### src/rtl/writeback_regfile.sv
// rtl/writeback_regfile.sv - 32x32 writeback register file with MEM/ALU arbitration and hold buffer (optional WB_BYPASS_EN)
module writeback_regfile #(
  parameter int DATA_W = 32,
  parameter int ADDR_W = 5,
  parameter int NREGS  = 32
) (
  input  logic              clk,
  input  logic              rst_n,
  input  logic              mem_wb,
  input  logic [ADDR_W-1:0] mem_dst,
  input  logic [DATA_W-1:0] mem_data,
  input  logic              mem_ldb,
  input  logic [1:0]        mem_bsel,
  input  logic              alu_wb,
  input  logic [ADDR_W-1:0] alu_dst,
  input  logic [DATA_W-1:0] alu_data,
  input  logic [ADDR_W-1:0] rs1_addr,
  input  logic [ADDR_W-1:0] rs2_addr,
  output logic [DATA_W-1:0] rs1_data,
  output logic [DATA_W-1:0] rs2_data,
  output logic              alu_stall,
  output logic [31:0]       retire_cnt
);

  logic [DATA_W-1:0] regs [NREGS];

  logic              hold_valid;
  logic [ADDR_W-1:0] hold_dst;
  logic [DATA_W-1:0] hold_data;

  logic [7:0]        mem_byte;
  logic [DATA_W-1:0] mem_wdata;

  logic              commit_en;
  logic [ADDR_W-1:0] commit_dst;
  logic [DATA_W-1:0] commit_data;
  logic              hold_load;
  logic              hold_drain;

  // The stall is simply "hold buffer occupied": the ALU may not present a new result until it drains.
  assign alu_stall = hold_valid;

  // Byte-load lane select; the selected byte is zero-extended to the full word.
  always_comb begin
    mem_byte = mem_data[7:0];
    case (mem_bsel)
      2'd0: mem_byte = mem_data[7:0];
      2'd1: mem_byte = mem_data[15:8];
      2'd2: mem_byte = mem_data[23:16];
      2'd3: mem_byte = mem_data[31:24];
      default: mem_byte = mem_data[7:0];
    endcase
    mem_wdata = mem_ldb ? {{(DATA_W-8){1'b0}}, mem_byte} : mem_data;
  end

  // Single write port arbitration: MEM beats the held ALU result, which beats a fresh ALU result.
  always_comb begin
    commit_en   = 1'b0;
    commit_dst  = '0;
    commit_data = '0;
    hold_load   = 1'b0;
    hold_drain  = 1'b0;
    if (mem_wb) begin
      commit_en   = 1'b1;
      commit_dst  = mem_dst;
      commit_data = mem_wdata;
      // A fresh ALU result colliding with MEM is parked; while stalled alu_wb is ignored.
      hold_load   = alu_wb && !hold_valid;
    end else if (hold_valid) begin
      commit_en   = 1'b1;
      commit_dst  = hold_dst;
      commit_data = hold_data;
      hold_drain  = 1'b1;
    end else if (alu_wb) begin
      commit_en   = 1'b1;
      commit_dst  = alu_dst;
      commit_data = alu_data;
    end
  end

  // Register array write; r0 is never written so it always reads zero.
  always_ff @(posedge clk or negedge rst_n) begin
    if (!rst_n) begin
      for (int i = 0; i < NREGS; i++) regs[i] <= '0;
    end else if (commit_en && (commit_dst != '0)) begin
      regs[commit_dst] <= commit_data;
    end
  end

  // Hold buffer: captures a colliding ALU result, releases it on the first cycle without MEM.
  always_ff @(posedge clk or negedge rst_n) begin
    if (!rst_n) begin
      hold_valid <= 1'b0;
      hold_dst   <= '0;
      hold_data  <= '0;
    end else if (hold_load) begin
      hold_valid <= 1'b1;
      hold_dst   <= alu_dst;
      hold_data  <= alu_data;
    end else if (hold_drain) begin
      hold_valid <= 1'b0;
    end
  end

  // Every commit counts, including discarded writes to r0; wraps naturally.
  always_ff @(posedge clk or negedge rst_n) begin
    if (!rst_n) begin
      retire_cnt <= '0;
    end else if (commit_en) begin
      retire_cnt <= retire_cnt + 32'd1;
    end
  end

  // Combinational read ports, optionally forwarding the value being committed this cycle.
  always_comb begin
    rs1_data = regs[rs1_addr];
    rs2_data = regs[rs2_addr];
`ifdef WB_BYPASS_EN
    if (commit_en && (commit_dst != '0) && (rs1_addr == commit_dst)) rs1_data = commit_data;
    if (commit_en && (commit_dst != '0) && (rs2_addr == commit_dst)) rs2_data = commit_data;
`endif
  end

endmodule

### config.mk
export PLATFORM = sky130hd
export DESIGN_NAME = writeback_regfile
export DESIGN_NICKNAME = d
export VERILOG_FILES = /design/src/rtl/writeback_regfile.sv
export SDC_FILE = /design/constraint.sdc
export NUM_CORES = 2
export LEC_CHECK = 0
export BUFFER_PORTS_ARGS = -buffer_cell sky130_fd_sc_hd__buf_2
export CORE_ASPECT_RATIO = 1.5
export CORE_MARGIN = 10
export CORE_UTILIZATION = 55
export CTS_BUF_LIST = sky130_fd_sc_hd__clkbuf_8
export CTS_CLUSTER_DIAMETER = 60
export CTS_CLUSTER_SIZE = 30
export DETAILED_ROUTE_END_ITERATION = 16
export GPL_ROUTABILITY_DRIVEN = 0
export PLACE_DENSITY_LB_ADDON = 0.1
export SYNTH_ARGS = -nofsm -noshare
export SYNTH_HDL_FRONTEND = slang
export SYNTH_SLANG_ARGS = --single-unit
### constraint.sdc
create_clock -name clk -period 3.3 [get_ports clk]
set_clock_uncertainty 0.15 [all_clocks]
set_input_delay 0.495 -clock clk [delete_from_list [all_inputs] [get_ports clk]]
set_output_delay 0.495 -clock clk [all_outputs]
set_load 0.005 [all_outputs]
-- Word level (Yosys, flattened, before mapping)
Cells that the tools add are included.
- word-level logic and storage cells: 79
- output and inout bits: 97
- flip-flop bits (word level): 1094
- equal/unequal tests: 3
- $lt $le $gt $ge: 4
- $add $sub $neg: 1
- reduce and logical (&&, ||, !) cells: 7
- bitwise gates (word level): 3
- mux-type cells: 25
- operators with widths (operator ; count):
    1024-bit bitwise mux ; 1
    32-bit binary-select mux with 5-bit select ; 2
    32-bit 2-to-1 mux ; 9
    32-bit demux with 5-bit select ; 1
    32-bit by 1-bit adder with 32-bit output, second input constant ; 1
    8-bit one-hot mux with 4 select lines ; 1
    6-bit greater-or-equal comparator, second input constant ; 3
    5-bit inverter with 6-bit output ; 3
    5-bit 2-to-1 mux ; 3
    1-bit 2-to-1 mux ; 8
    6-bit by 1-bit less-than comparator with 1-bit output, second input constant ; 1
    5-bit nonzero test ; 1
    2-bit equality test, second input constant ; 2
    1-bit logical AND ; 3
    2-bit by 1-bit equality test with 1-bit output, second input constant ; 1
    2-bit logical NOT ; 1
    2-bit nonzero test ; 1
    1-bit logical NOT ; 1

-- Depth between registers and ports, before layout
- depth in word-level cells: 9
- mapped depth: 9

-- Least setup slack after synthesis
OpenSTA, ideal clock, no wires.
- kind: input -> output
- from: in rs1_addr[0]
- to: out rs1_data[0]
- data arrival time: 2.274 ns
- slack: 0.381 ns
- stages on the path: 6
- required time: 2.655 ns
- path through: clkbuf_1 > buf_6 > buf_6 > mux4_2 > mux4_2 > mux2_2
- word-level cells in the longest chain between the ends: 4
- RTL lines (what ; line ; RTL):
    start: declaration ; 17 ; input logic [ADDR_W-1:0] rs1_addr,
    5-bit inverter with 6-bit output (not written as such) ; 116 ; rs1_data = regs[rs1_addr];
    32-bit binary-select mux with 5-bit select ; 116 ;
    32-bit 2-to-1 mux (not written as such) (2 in series) ; 116 ;
    end: declaration ; 19 ; output logic [DATA_W-1:0] rs1_data,
No other way between the ends. The select of a mux whose other input is x is not followed.

-- Final worst setup path
- from: reg regs[129] (netlist name)
- to: out rs2_data[1]
- word-level cells in the longest chain between the ends: 3
- RTL lines (what ; line ; RTL):
    start: declaration ; 25 ; logic [DATA_W-1:0] regs [NREGS];
    start signal: indexed assignment ; 86 ; regs[commit_dst] <= commit_data;
    32-bit binary-select mux with 5-bit select ; 117 ; rs2_data = regs[rs2_addr];
    32-bit 2-to-1 mux (not written as such) (2 in series) ; 117 ;
    end: declaration ; 20 ; output logic [DATA_W-1:0] rs2_data,
No other way between the ends. The select of a mux whose other input is x is not followed.

==> impl_metrics.py <==
metrics = {
    "cts": {
        "clk_latency_ns": 0.81,
        "clock-root-buffer": "clkbuf_8",
        "cts_buffers": 60,
        "clkSinkCount": 1094,
        "htree_levels": 2,
        "cts_tree": "yes",
        "cts_max_path_buffers": 3,
        "clk_pin_slew_worst_paths_ns": 0.16,
    },
    "timing": {
        "period_needed_ns": 3.37,
        "fin_crit_sh_pct": 102,
        "hold_viol_final": 0,
        "relSlewSlack_pct": 26.5,
        "setup_viol": 31,
        "setup_ws_ns": -0.0724,
        "tightest_slew_ns": 1.10,
        "maxSlewViolCount": 0,
        "finalSetupTns_ns": -0.982,
        "fmax_mhz": 297,
        "rsz0062_at_grt": "yes",
    },
    "global_route": {
        "grt_max_degree": 135,
        "antenna_found_initial": 7,
        "grt_pass1_vias": 38439,
        "grt-ovfl-total": 0,
        "grt_pass1_wl_um": 258000,
        "grtUsageTotal_pct": 29.2,
    },
    "detailed_routing": {
        "vias": 35357,
        "totalWireLength_um": 173000,
        "dr.pass1.iters": 7,
        "drtIter0Drc": 3125,
        "post_drt_via_cell_ratio": 6.87,
        "ant_nets": 0,
        "drc_errors": 0,
        "wl_per_cell_um": 33.6,
    },
    "synth": {
        "synth_ff_type": "dfrtp_1",
        "yosysSeqAreaShare_pct": 47.4,
        "ys_seq_elements": 1094,
        "yosysWarningCount": 0,
        "syn_area_sq_mm": 0.0578,
        "netlist_instances": 3515,
        "synth-edff-count": 0,
        "yosysUniqueCellTypes": 43,
        "ys_async_sr_fraction_pct": 100,
        "syn_nets": 3607,
        "syn_area_per_cell_sq_um": 16.4,
    },
    "flow_run": {
        "maxCapViolations": 0,
    },
    "critical_path": {
        "arrival_ns": 2.73,
        "criticalPathCategory": "reg2out",
        "cpMostUsedCell": "mux4_2",
        "worst-r2r-setup-slack_ns": 0.28,
        "path_cells": "mux4_2, mux4_2, mux2_4, buf_6",
        "slowest_delay_ns": 0.57,
        "worstSetupStartpointType": "flop",
        "crit_fanout": 3,
        "crit_slowest_cell": "mux4_2",
        "critPathCaptureType": "output port",
        "required_ns": 2.65,
    },
    "pwr": {
        "p_leak_nw": 28.3,
        "power_density_mw_per_mm2": 655,
        "p_total_w": 0.0427,
        "vdd_drop_max_uv": 510,
    },
    "die": {
        "coreArea_sq_mm": 0.104,
        "row_count": 145,
        "fp.dieH_um": 417,
        "start_util_pct": 55.4,
        "die_x_um": 285,
        "ios": 188,
        "die_area_sq_mm": 0.119,
    },
    "final_layout": {
        "final_area_sq_mm": 0.0652,
        "drive_above_1_share_pct": 63.7,
        "seq_area_sq_mm": 0.0274,
        "area_growth_pct": 12.8,
        "fin_nets": 3783,
        "multi_input_area_sq_mm": 0.0290,
        "layout_common_cells": "dfrtp_1 (1092), mux2_2 (1023), mux4_2 (640)",
        "final_util_pct": 62.5,
        "fill_cells": 7485,
        "layout.cells.most_common": "dfrtp_1",
    },
    "placed_design": {
        "io_buffers": 187,
        "dpl_cell_area_sq_mm": 0.0624,
        "dp_hpwl_um": 112000,
    },
    "status": {
        "violations": "setup timing",
        "status": "complete, but fails checks",
    },
    "worst_hold_path": {
        "min_path_type": "in2reg",
    },
}
==> final timing paths <==
path                                    from          end  cells after the start
worst max-delay path               regs[129]  rs2_data[1]                      4
worst min-delay path            mem_data[18]    regs[722]                      5
worst max register to register     alu_stall    regs[182]                      6
worst min register to register     regs[994]    regs[994]                      0
max in group asynchronous              rst_n   regs[1000]                      4
min in group asynchronous              rst_n    regs[803]                      3
==> flip-flops by register name, indices dropped and copies added, names as in the netlist <==
register    flops
regs         1024
retire_cnt     32
hold_dst        5
hold_data      32
alu_stall       1
==> cells in the mapped netlist (2+ instances only) <==
library cell | count | area share [%]
mux2_2 | 1087 | 21
xor2_1 | 9 | 0.14
dfrtp_1 | 1094 | 47
buf_4 | 43 | 0.56
xnor2_1 | 22 | 0.33
a31oi_1 | 2 | 0.022
buf_2 | 103 | 0.89
a22oi_1 | 33 | 0.43
buf_6 | 17 | 0.33
a31o_2 | 2 | 0.030
mux2i_1 | 8 | 0.14
nand2_1 | 56 | 0.36
mux2_1 | 7 | 0.14
and3_1 | 5 | 0.054
nor2_1 | 37 | 0.24
o221ai_1 | 7 | 0.11
nand3_1 | 8 | 0.069
o22ai_1 | 2 | 0.022
nand4_1 | 12 | 0.13
and2_1 | 3 | 0.032
and4_1 | 3 | 0.045
buf_1 | 34 | 0.22
o21ai_0 | 31 | 0.27
nor3b_2 | 2 | 0.043
nor2b_1 | 4 | 0.043
a2bb2oi_2 | 2 | 0.052
nor3b_1 | 9 | 0.12
a21oi_1 | 10 | 0.087
mux4_2 | 640 | 25
nand3b_1 | 8 | 0.10
inv_1 | 3 | 0.019
clkbuf_1 | 200 | 1.3
clkbuf_2 | 2 | 0.017
==> critical path: cells and delay by family, from the launching register on <==
family | cells | cell delay, ns
flops | 1 | 0.43
mux | 3 | 1.36
buf+inv | 1 | 0.13
==> power by group <==
part / switching [W] / leakage, nW / internal, W
sequential: 0.00345 / 14.2 / 0.0178
combinational: 0.00474 / 13.4 / 0.00931
clock: 0.00501 / 0.743 / 0.00238
==> metrics by stage <==
| step | hold WS (ns) | instances | setup slack [ns] |
|---|---|---|---|
| after detailed placement | 0.232 | 4968 | 0.0415 |
| after global placement | 0.227 | 4968 | 0.0674 |
| after CTS | 0.130 | 5130 | -0.133 |
| after global routing | 0.171 | 5143 | -0.136 |
| after floorplan | 0.0494 | 3515 | 0.381 |
| final | 0.193 | 5143 | -0.0724 |
==> cell families (layout without fill, tap and decap cells) <==
group / after synthesis / count (layout) / synth area share (%)
flip-flops: 1094 / 1094 / 47.4
buffers and inverters: 404 / 631 / 3.35
AND/OR/NAND/NOR: 152 / 152 / 1.31
multiplexers: 1742 / 1742 / 46.4
XOR/XNOR: 31 / 31 / 0.470
other: 0 / 5 / 0
AO/OA/AOI/OAI: 91 / 91 / 1.04
adder cells (fa/ha/maj): 1 / 1 / 0.0217
==> cell type report <==
cell class	count	area share, %
Sequential cell	1094	42.0
Tap cell	1396	2.68
Antenna cell	5	0.0192
Timing Repair Buffer	513	8.43
Inverter	5	0.0288
Multi-Input combinational cell	2017	44.5
Clock inverter	52	1.05
Clock buffer	61	1.29
==> per-layer routing <==
metal | global-route usage, % | routed length [um] | vias up
met4 | 12.1 | 7690 | 2
met3 | 4.24 | 10500 | 411
met5 | 0 | 12 | -
li1 | - | - | 14026
met2 | 49.6 | 88300 | 1479
met1 | 37.4 | 66400 | 19439
==> what timing repair did <==
item / 4_1_cts / 5_1_grt
hold buffers: 42 / 0
pin swaps: 0 / 0
gates resized for setup: 142 / 2
endpoints found under the setup margin: 64 / 64
hold endpoints to repair: 312 / 0
buffers inserted: 7 / 8
No activity file was read; power rests on OpenSTA's default activity.
